**config.mk**
```make
export PLATFORM = sky130hd
export DESIGN_NAME = inst_fetch_queue
export DESIGN_NICKNAME = d
export VERILOG_FILES = /design/src/rtl/fetch_pkg.sv /design/src/rtl/fetch_fifo.sv /design/src/rtl/inst_fetch_queue.sv
export SDC_FILE = /design/constraint.sdc
export NUM_CORES = 1
export LEC_CHECK = 0
export ABC_CLOCK_PERIOD_IN_PS = 4100
export BUFFER_PORTS_ARGS = -buffer_cell sky130_fd_sc_hd__buf_4
export CAP_MARGIN = 20
export CORE_MARGIN = 2
export CORE_UTILIZATION = 59
export CTS_BUF_LIST = sky130_fd_sc_hd__clkbuf_4 sky130_fd_sc_hd__clkbuf_8
export CTS_CLUSTER_SIZE = 40
export DETAILED_ROUTE_END_ITERATION = 6
export MAX_ROUTING_LAYER = met4
export PLACE_DENSITY_LB_ADDON = 0.25
export SLEW_MARGIN = 20
export SYNTH_ARGS = -nofsm -noshare
export SYNTH_HDL_FRONTEND = slang
export SYNTH_HIERARCHICAL = 1
export SYNTH_SLANG_ARGS = --single-unit
```
**constraint.sdc**
```tcl
create_clock -name clk -period 4.1 [get_ports clk]
set_input_delay 0.615 -clock clk [delete_from_list [all_inputs] [get_ports clk]]
set_output_delay 0.615 -clock clk [all_outputs]
set_load 0.005 [all_outputs]
```
**src/rtl/fetch_pkg.sv**
```systemverilog
// Shared definitions for the instruction fetch queue: FSM encoding, reset PC, entry layout.
// Build option: define FETCH_MISALIGN_CHECK_EN to trap misaligned redirects instead of aligning them.
package fetch_pkg;

   typedef enum logic [2:0] {
      ST_IDLE  = 3'd0,
      ST_REQ   = 3'd1,
      ST_WAIT  = 3'd2,
      ST_DRAIN = 3'd3,
      ST_FAULT = 3'd4
   } fetch_state_e;

   localparam logic [31:0] RESET_PC_DEFAULT = 32'h0000_0000;

`ifdef FETCH_MISALIGN_CHECK_EN
   localparam bit MISALIGN_CHECK_EN = 1'b1;
`else
   localparam bit MISALIGN_CHECK_EN = 1'b0;
`endif

   typedef struct packed {
      logic [31:0] pc;
      logic [31:0] data;
   } fetch_entry_t;

   localparam int ENTRY_W = $bits(fetch_entry_t);

   function automatic logic [31:0] align_pc(input logic [31:0] pc);
      return {pc[31:2], 2'b00};
   endfunction

endpackage

```
**src/rtl/fetch_fifo.sv**
```systemverilog
// Fetched-instruction FIFO: power-of-two ring buffer with an occupancy count and a flush.
module fetch_fifo #(
   parameter int DEPTH = 4,
   parameter int WIDTH = 64
) (
   input  logic                       clk,
   input  logic                       rst,
   input  logic                       flush,
   input  logic                       push,
   input  logic [WIDTH-1:0]           wdata,
   input  logic                       pop,
   output logic [WIDTH-1:0]           rdata,
   output logic [$clog2(DEPTH):0]     count
);

   localparam int AW = $clog2(DEPTH);
   localparam int CW = AW + 1;

   logic [WIDTH-1:0] mem [DEPTH];
   logic [AW-1:0]    wr_ptr;
   logic [AW-1:0]    rd_ptr;
   logic             do_pop;

   assign do_pop = pop && (count != '0);
   assign rdata  = mem[rd_ptr];

   // NOTE: only control state is reset; storage is qualified by count, so resetting it buys nothing.
   always_ff @(posedge clk) begin
      if (push && !flush) begin
         mem[wr_ptr] <= wdata;
      end
   end

   // NOTE: sequential state uses non-blocking assignments so every register samples pre-edge values.
   always_ff @(posedge clk or negedge rst) begin
      if (!rst) begin
         wr_ptr <= '0;
         rd_ptr <= '0;
         count  <= '0;
      end else if (flush) begin
         wr_ptr <= '0;
         rd_ptr <= '0;
         count  <= '0;
      end else begin
         if (push) begin
            wr_ptr <= wr_ptr + AW'(1);
         end
         if (do_pop) begin
            rd_ptr <= rd_ptr + AW'(1);
         end
         case ({push, do_pop})
            2'b10:   count <= count + CW'(1);
            2'b01:   count <= count - CW'(1);
            default: count <= count;
         endcase
      end
   end

endmodule

```
**src/rtl/inst_fetch_queue.sv**
```systemverilog
// Instruction fetch queue: one-outstanding memory fetcher feeding a FIFO toward decode.
// Build option: FETCH_MISALIGN_CHECK_EN enables the FAULT state and the fetch_fault output.
module inst_fetch_queue
   import fetch_pkg::*;
#(
   parameter int          DEPTH    = 4,
   parameter logic [31:0] RESET_PC = RESET_PC_DEFAULT
) (
   input  logic        clk,
   input  logic        rst,
   output logic        imem_req,
   output logic [31:0] imem_addr,
   input  logic        imem_gnt,
   input  logic        imem_rvalid,
   input  logic [31:0] imem_rdata,
   output logic        inst_valid,
   input  logic        inst_ready,
   output logic [31:0] inst_data,
   output logic [31:0] inst_pc,
   input  logic        redirect_valid,
   input  logic [31:0] redirect_pc,
   output logic        fetch_fault
);

   localparam int CW = $clog2(DEPTH) + 1;

   fetch_state_e  state, state_nxt;
   logic [31:0]   fetch_pc, pc_nxt;
   logic          pend, pend_nxt;
   logic          push, pop;
   logic [CW-1:0] count;
   fetch_entry_t  wr_entry, head;
   logic [31:0]   redir_tgt;
   logic          redir_bad;
   logic          busy_after;

   assign redir_tgt = MISALIGN_CHECK_EN ? redirect_pc : align_pc(redirect_pc);
   assign redir_bad = MISALIGN_CHECK_EN && (redirect_pc[1:0] != 2'b00);

   // Will a granted access still be awaiting its response after this edge?
   assign busy_after = (state == ST_REQ && imem_gnt) ||
                       (((state == ST_WAIT) || (state == ST_DRAIN) ||
                         (state == ST_FAULT && pend)) && !imem_rvalid);

   // NOTE: every output of this block gets a default first, so no path can infer a latch.
   always_comb begin
      state_nxt = state;
      pc_nxt    = fetch_pc;
      pend_nxt  = pend;
      push      = 1'b0;
      wr_entry  = '{pc: fetch_pc, data: imem_rdata};
      if (redirect_valid) begin
         pc_nxt   = redir_tgt;
         pend_nxt = 1'b0;
         if (redir_bad) begin
            state_nxt = ST_FAULT;
            pend_nxt  = busy_after;
         end else begin
            case (state)
               ST_IDLE:           state_nxt = ST_REQ;
               ST_REQ:            state_nxt = imem_gnt ? ST_DRAIN : ST_REQ;
               ST_WAIT, ST_DRAIN: state_nxt = imem_rvalid ? ST_IDLE : ST_DRAIN;
               ST_FAULT:          state_nxt = (pend && !imem_rvalid) ? ST_DRAIN : ST_REQ;
               default:           state_nxt = ST_IDLE;
            endcase
         end
      end else begin
         case (state)
            ST_IDLE:  if (count < CW'(DEPTH)) state_nxt = ST_REQ;
            ST_REQ:   if (imem_gnt) state_nxt = ST_WAIT;
            ST_WAIT: begin
               if (imem_rvalid) begin
                  push      = 1'b1;
                  pc_nxt    = fetch_pc + 32'd4;
                  state_nxt = ST_IDLE;
               end
            end
            ST_DRAIN: if (imem_rvalid) state_nxt = ST_IDLE;
            ST_FAULT: if (imem_rvalid) pend_nxt = 1'b0;
            default:  state_nxt = ST_IDLE;
         endcase
      end
   end

   always_ff @(posedge clk or negedge rst) begin
      if (!rst) begin
         state    <= ST_IDLE;
         fetch_pc <= RESET_PC;
         pend     <= 1'b0;
      end else begin
         state    <= state_nxt;
         fetch_pc <= pc_nxt;
         pend     <= pend_nxt;
      end
   end

   assign pop = inst_valid && inst_ready && !redirect_valid;

   fetch_fifo #(.DEPTH(DEPTH), .WIDTH(ENTRY_W)) u_fifo (
      .clk   (clk),
      .rst   (rst),
      .flush (redirect_valid),
      .push  (push),
      .wdata (wr_entry),
      .pop   (pop),
      .rdata (head),
      .count (count)
   );

   assign imem_req   = (state == ST_REQ);
   assign imem_addr  = fetch_pc;
   assign inst_valid = (count != '0);
   assign inst_data  = inst_valid ? head.data : 32'd0;
   assign inst_pc    = inst_valid ? head.pc   : 32'd0;

`ifdef FETCH_MISALIGN_CHECK_EN
   assign fetch_fault = (state == ST_FAULT);
`else
   assign fetch_fault = 1'b0;
`endif

endmodule

```
=== Word level (Yosys, flattened, before mapping) ===
Memory sizes are Yosys's and may differ from the RTL's.
Cells that the tools add are included.

* Register bits after elaboration: 43
* Latch bits: 0
* RAM bits: 256
* Memory bits (read-only): 0
* Input port bits: 70
* Output and inout port bits: 99
* Word-level logic and storage cells: 70
* Memories: 1

{| class="wikitable"
|+ Memory list
! name !! words !! bits a word !! read ports !! clocked after Yosys merged registers in !! write ports !! line !! RTL
|-
| u_fifo.mem || 4 || 64 || 1 || 0 || 1 || fetch_fifo.sv:19 || <nowiki>logic [WIDTH-1:0] mem [DEPTH];</nowiki>
|}

* Add/sub/neg operators: 5
* Multiply operators: 0
* Div/mod/pow operators: 0
* Magnitude comparators: 1
* Equality and inequality tests: 10
* Shifts and indexed selects: 0
* Multiplexer cells: 28
* Bitwise gates (word level): 0
* Reductions and logical operators: 19

{| class="wikitable"
|+ Operators with widths
! cell !! count
|-
| 32-bit 2-to-1 mux || 5
|-
| 32-bit by 3-bit adder with 32-bit output, second input constant || 1
|-
| 3-bit 2-to-1 mux || 5
|-
| 2-bit 2-to-1 mux || 7
|-
| 3-bit case mux with 4 select lines || 1
|-
| 2-bit nonzero test || 5
|-
| 1-bit 2-to-1 mux || 8
|-
| 2-bit case mux with 4 select lines || 1
|-
| 3-bit by 2-bit == test with 1-bit output, second input constant || 2
|-
| 3-bit by 1-bit != test with 1-bit output, second input constant || 2
|-
| 3-bit case mux with 2 select lines || 1
|-
| 3-bit nonzero test || 2
|-
| 1-bit logical AND || 5
|-
| 2-bit by 1-bit adder with 2-bit output, second input constant || 2
|-
| 2-bit AND reduction || 2
|-
| 4-bit AND reduction || 1
|-
| 3-bit by 1-bit adder with 3-bit output, second input constant || 1
|-
| 3-bit by 1-bit == test with 1-bit output, second input constant || 1
|-
| 3-bit == test, second input constant || 1
|-
| 3-bit zero test || 1
|-
| 3-bit less-than comparator, second input constant || 1
|-
| 3-bit != test, second input constant || 1
|-
| 3-bit by 1-bit subtractor with 3-bit output, second input constant || 1
|-
| 2-bit by 1-bit == test with 1-bit output, second input constant || 1
|-
| other kinds (4) || 5
|}

=== Logic depth before layout (Yosys ltp) ===
* Word-level depth: 7
* Mapped depth: 9
* Gate-level depth less buffers: 8

=== By module ===
The synthesis kept the hierarchy.

{| class="wikitable"
|+ By module, submodules not included
! module !! times used !! cells an instance !! area an instance (um^2) !! sequential area each (um^2)
|-
| fetch_fifo || 1 || 385 || 9736.8 || 7862.5
|-
| inst_fetch_queue || 1 || 280 || 2331.0 || 800.8
|}

=== Least setup slack after synthesis ===
Ideal clock, no wire load.

* Path kind: input port to flip-flop
* Start point: in redirect_valid
* End point: mem u_fifo.mem[0][0], enable pin
* Setup time: 429 ps
* Arrival: 3054 ps
* Required time: 3671 ps
* Setup slack: 617 ps
* Stages: 6
* Buffers on the path: 3
* Path through: clkbuf_1 -> clkbuf_1 -> nor2b_1 -> buf_2 -> nor2b_1 -> and2_1

* Longest elaborated chain between the ends: 4
* Elaborated cells on any way between the ends: 5
* Those cells by class: mux (3); reduce/logical (2)

{| class="wikitable"
|+ Ends and longest elaborated chain
! item !! line !! RTL
|-
| from (decl) || inst_fetch_queue.sv:20 || <nowiki>input logic redirect_valid,</nowiki>
|-
| 1-bit 2-to-1 mux || inst_fetch_queue.sv:52 || <nowiki>if (redirect_valid) begin</nowiki>
|-
| via push || inst_fetch_queue.sv:30 || <nowiki>logic push, pop;</nowiki>
|-
| 1-bit logical AND || fetch_fifo.sv:29 || <nowiki>if (push && !flush) begin</nowiki>
|-
| 1-bit 2-to-1 mux || fetch_fifo.sv:29 ||
|-
| 1-bit 2-to-1 mux (implied by the code) || fetch_fifo.sv:30 || <nowiki>mem[wr_ptr] <= wdata;</nowiki>
|-
| to (decl) || fetch_fifo.sv:19 ||
|}

The timed path passes the listed nets, and every way through them passes these cells.

==> results summary <==
The floorplan step defined a die boundary enclosing 21600 sq um. CTS built an H-tree with a depth of 2. Across the routed clock network, the largest skew measured is 0.0249 ns. The run finished with clean final reports. The register area share after synthesis came out at 0.718. The number of global-route vias before repair came out at 6966. The area share of the largest cell type after synthesis came out at 0.637. The area of the mapped netlist is 12100 sq um.

The most used flip-flop cell after synthesis is sky130_fd_sc_hd__edfxtp_1. The critical register-to-register path startpoint is state[0]$_DFFE_PN0P_. The top-level port count is 169. The vertical die dimension is 147 microns. TritonCTS built the clock tree. The detailed placement HPWL came out at 14.0 mm. The total area inside the core boundary comes to 20200 sq um. The quantity of gates resized following cts came out at 0.

In the layout the commonest cells are sky130_fd_sc_hd__edfxtp_1, sky130_fd_sc_hd__buf_4, sky130_fd_sc_hd__and2_1. The ratio of cells with drive above 1 in the final layout is 0.379. The number of optimization iterations in the first detailed-route pass came out at 4. The total vias in the final route came out at 6504. The type of the setup path with the least slack is reg -> out. The combinational group share of total power is 0.054. The part of the power in registers is 0.556.

The remaining number of nets flagged by the antenna check after routing is 0. The post-detailed-routing wire length came out at 23.6 mm. The worst voltage drop across the vdd grid came out at 0.000255 V. The total number of yosys warnings is 6.

The clock sink total is 295. No sink is reached through more buffers than the 3 on the longest clock path. Setup repair after global routing left no endpoint under its margin. Once layout is complete, the cells apart from fillers number 1159.

The power per unit of standard cell area came out at 424 nW/um^2. The final clock period utilization by the worst path came out at 0.768. For this configuration, the core starts out at a cell density of 0.598. Summed over all cells, the static leakage comes to 5.19 nW.

At the pin with the least slew margin, the transition time is 1.01 ns. The max-capacitance violation count came out at 0. By area the synthesized netlist is led by sky130_fd_sc_hd__edfxtp_1, sky130_fd_sc_hd__mux4_2, sky130_fd_sc_hd__dfrtp_1.

The setup violation total in the final timing report came out at 0. The maximum fanout along the worst path came out at 22. Counting flops with a built-in enable in the synthesized netlist gives 256.

The number of cell rows came out at 52. In the synthesized netlist, the number of instances is 665. The total negative slack for setup checks is 0 ns. The sum of overflow across all layers after global routing is 0. Post-CTS timing repair inserted 0 buffers for setup.

The startpoint of the most critical setup path is u_fifo/rd_ptr[0]$_DFFE_PN0P_. The leading area contributor after synthesis is sky130_fd_sc_hd__edfxtp_1. The kind of end point of the critical path is an output pin. The initial antenna violation count is 0. The total number of nets in the final design is 933. The global-route wire length before repair came out at 37.5 mm. At the later pin of the worst-skew pair, clock insertion delay measures 0.55 ns. The final count of hold timing violations was 0. The share of async-settable or async-resettable flops after synthesis came out at 0.132. The die outline width is 147 microns. The mean routed wirelength per cell is 20.4 microns. The critical path data required time came out at 3.48 ns. Internal power comes to 4.87 mW. The relative contribution of the clock network to total power came out at 0.390.

The register bit total from synthesis is 295. The number of pins exceeding their max-slew limit in the final report is 0. Leaving out fill and tap cells, the most frequent cell in the layout is sky130_fd_sc_hd__edfxtp_1. The post-layout utilization of the core is 0.719. The number of CTS-inserted buffers is 47. The pin count of the biggest net entering global routing came out at 69. The min-delay analysis places its worst path in the category in -> async. The normalized max-slew margin came out at 0.327. Relative to the synthesized area, the layout overhead comes to 20.1%.

The total global-route track usage came out at 0.233. The weighted congestion at the end of routability-driven global placement came out at 0.824. For the worst setup path, the data arrival time is 2.53 ns.

The mean post-synth cell area is 18.1 sq um. The fraction of power spent switching nets came out at 0.208. The via density per instance is 5.61. Once placement completed, the tool counted placed cells totaling 1078. The clock tree root driver cell is sky130_fd_sc_hd__clkbuf_8.

The DRC violation count after routing is 0. The worst register-to-register path has a depth of 6. Counting the fill cells in the layout gives 1284. The count of different cell masters after synthesis came out at 48.

The count of buffers from port buffering came out at 163. The initial detailed-routing violation count came out at 415. The startpoint class of the critical path is a flop. The highest attainable clock frequency is 0.318 GHz.

After clock tree synthesis, the clock-pin slew on the worst setup and hold paths is 0.06 ns. The reported net switching power came out at 1.28 mW. The count of inserted antenna diode cells is 0. The total of hold buffers inserted after clock tree synthesis came out at 0. The minimum clock period came out at 3.15 ns.
-- through the flow --
step                      hold slack, ns  worst slack, ns  power, mW  instance area [sq um]
after global routing              0.0773            0.752       6.39                  14500
after floorplan                    0.319            0.617       3.60                  12100
after CTS                         0.0481            0.855       6.21                  14500
after detailed placement           0.508             1.14       3.81                  13600
after global placement             0.486             1.19       3.79                  13600
final                             0.0662            0.952       6.15                  14500
-- state kept, by name, summed over array words and instances (netlist names) --
name	cells
u_fifo/mem	256
imem_addr	30
u_fifo/count	3
state	2
u_fifo/rd_ptr	2
u_fifo/wr_ptr	2
-- Yosys cell counts, types with 2 or more instances --
cell type	n
sky130_fd_sc_hd__buf_6	7
sky130_fd_sc_hd__mux2i_1	2
sky130_fd_sc_hd__nand3_1	7
sky130_fd_sc_hd__xor2_1	9
sky130_fd_sc_hd__xnor2_1	25
sky130_fd_sc_hd__ha_1	5
sky130_fd_sc_hd__nor3_1	11
sky130_fd_sc_hd__dfrtp_1	39
sky130_fd_sc_hd__edfxtp_1	256
sky130_fd_sc_hd__nand4_1	6
sky130_fd_sc_hd__buf_4	7
sky130_fd_sc_hd__and2_1	69
sky130_fd_sc_hd__inv_1	7
sky130_fd_sc_hd__and3b_1	3
sky130_fd_sc_hd__and3_1	8
sky130_fd_sc_hd__buf_2	9
sky130_fd_sc_hd__mux4_2	64
sky130_fd_sc_hd__nor4_1	2
sky130_fd_sc_hd__mux2_2	4
sky130_fd_sc_hd__nand2_1	37
sky130_fd_sc_hd__clkbuf_1	16
sky130_fd_sc_hd__a21oi_1	2
sky130_fd_sc_hd__o21ai_2	2
sky130_fd_sc_hd__nor2b_1	2
sky130_fd_sc_hd__nand4_4	2
sky130_fd_sc_hd__nor2_1	15
sky130_fd_sc_hd__a31oi_1	2
sky130_fd_sc_hd__o21ai_0	24
sky130_fd_sc_hd__o21ai_1	4
-- final timing paths --
path / endpoint / slack [ns]
hold / removal: imem_addr[23]$_DFFE_PN0P_ / 0.07
min in group clk: u_fifo/mem[0][4]$_DFFE_PP_ / 0.28
setup / recovery: inst_pc[14] / 0.95
max in group asynchronous: u_fifo/rd_ptr[1]$_DFFE_PN0P_ / 3.61
hold reg to reg: state[0]$_DFFE_PN0P_ / 0.51
setup reg to reg: u_fifo/mem[2][36]$_DFFE_PP_ / 1.38
-- metal layers --
| metal | up-vias | track usage | share of wire | wire length (microns) |
|---|---|---|---|---|
| li1 | 2945 | - | - | - |
| met1 | 3309 | 0.309 | 0.42 | 9840 |
| met2 | 210 | 0.380 | 0.51 | 11900 |
| met3 | 40 | 0.0419 | 0.058 | 1380 |
| met4 | 0 | 0.0673 | 0.019 | 440 |
| met5 | - | - | 0 | 0 |
-- logic make-up after synthesis --
logic type      after synthesis  synth area share
xor+xnor                     34            0.0247
compound gates               40            0.0202
flops                       295             0.718
other cells                   1          0.000311
buf+inv                      46            0.0218
mux                          70             0.125
simple gates                173            0.0835
fa+ha+maj                     6           0.00684
-- power by group through the flow --
stage	Sequential [mW]	Clock [mW]	Combinational, mW
2_1_floorplan	3.45	0	0.142
3_3_place_gp	3.47	0	0.322
3_5_place_dp	3.48	0	0.334
4_1_cts	3.42	2.46	0.335
5_1_grt	3.43	2.60	0.363
6_report	3.42	2.40	0.330
-- cell type report --
cell class,instances,area (sq um),area share
clock buffers,74,881,0.0608
clock inverters,7,38.8,0.00268
inverters,7,26.3,0.00181
multi-input cells,334,3190,0.220
flip-flops and latches,295,8670,0.598
well taps,270,338,0.0233
repair buffers,172,1350,0.0934
-- critical path, cell delays in order (launching register included) --
cell	delay [ns]
sky130_fd_sc_hd__dfrtp_4	0.73
sky130_fd_sc_hd__buf_4	0.42
sky130_fd_sc_hd__mux4_2	0.55
sky130_fd_sc_hd__and2_1	0.17
sky130_fd_sc_hd__buf_4	0.14
Power figures use the tool's default switching activity.
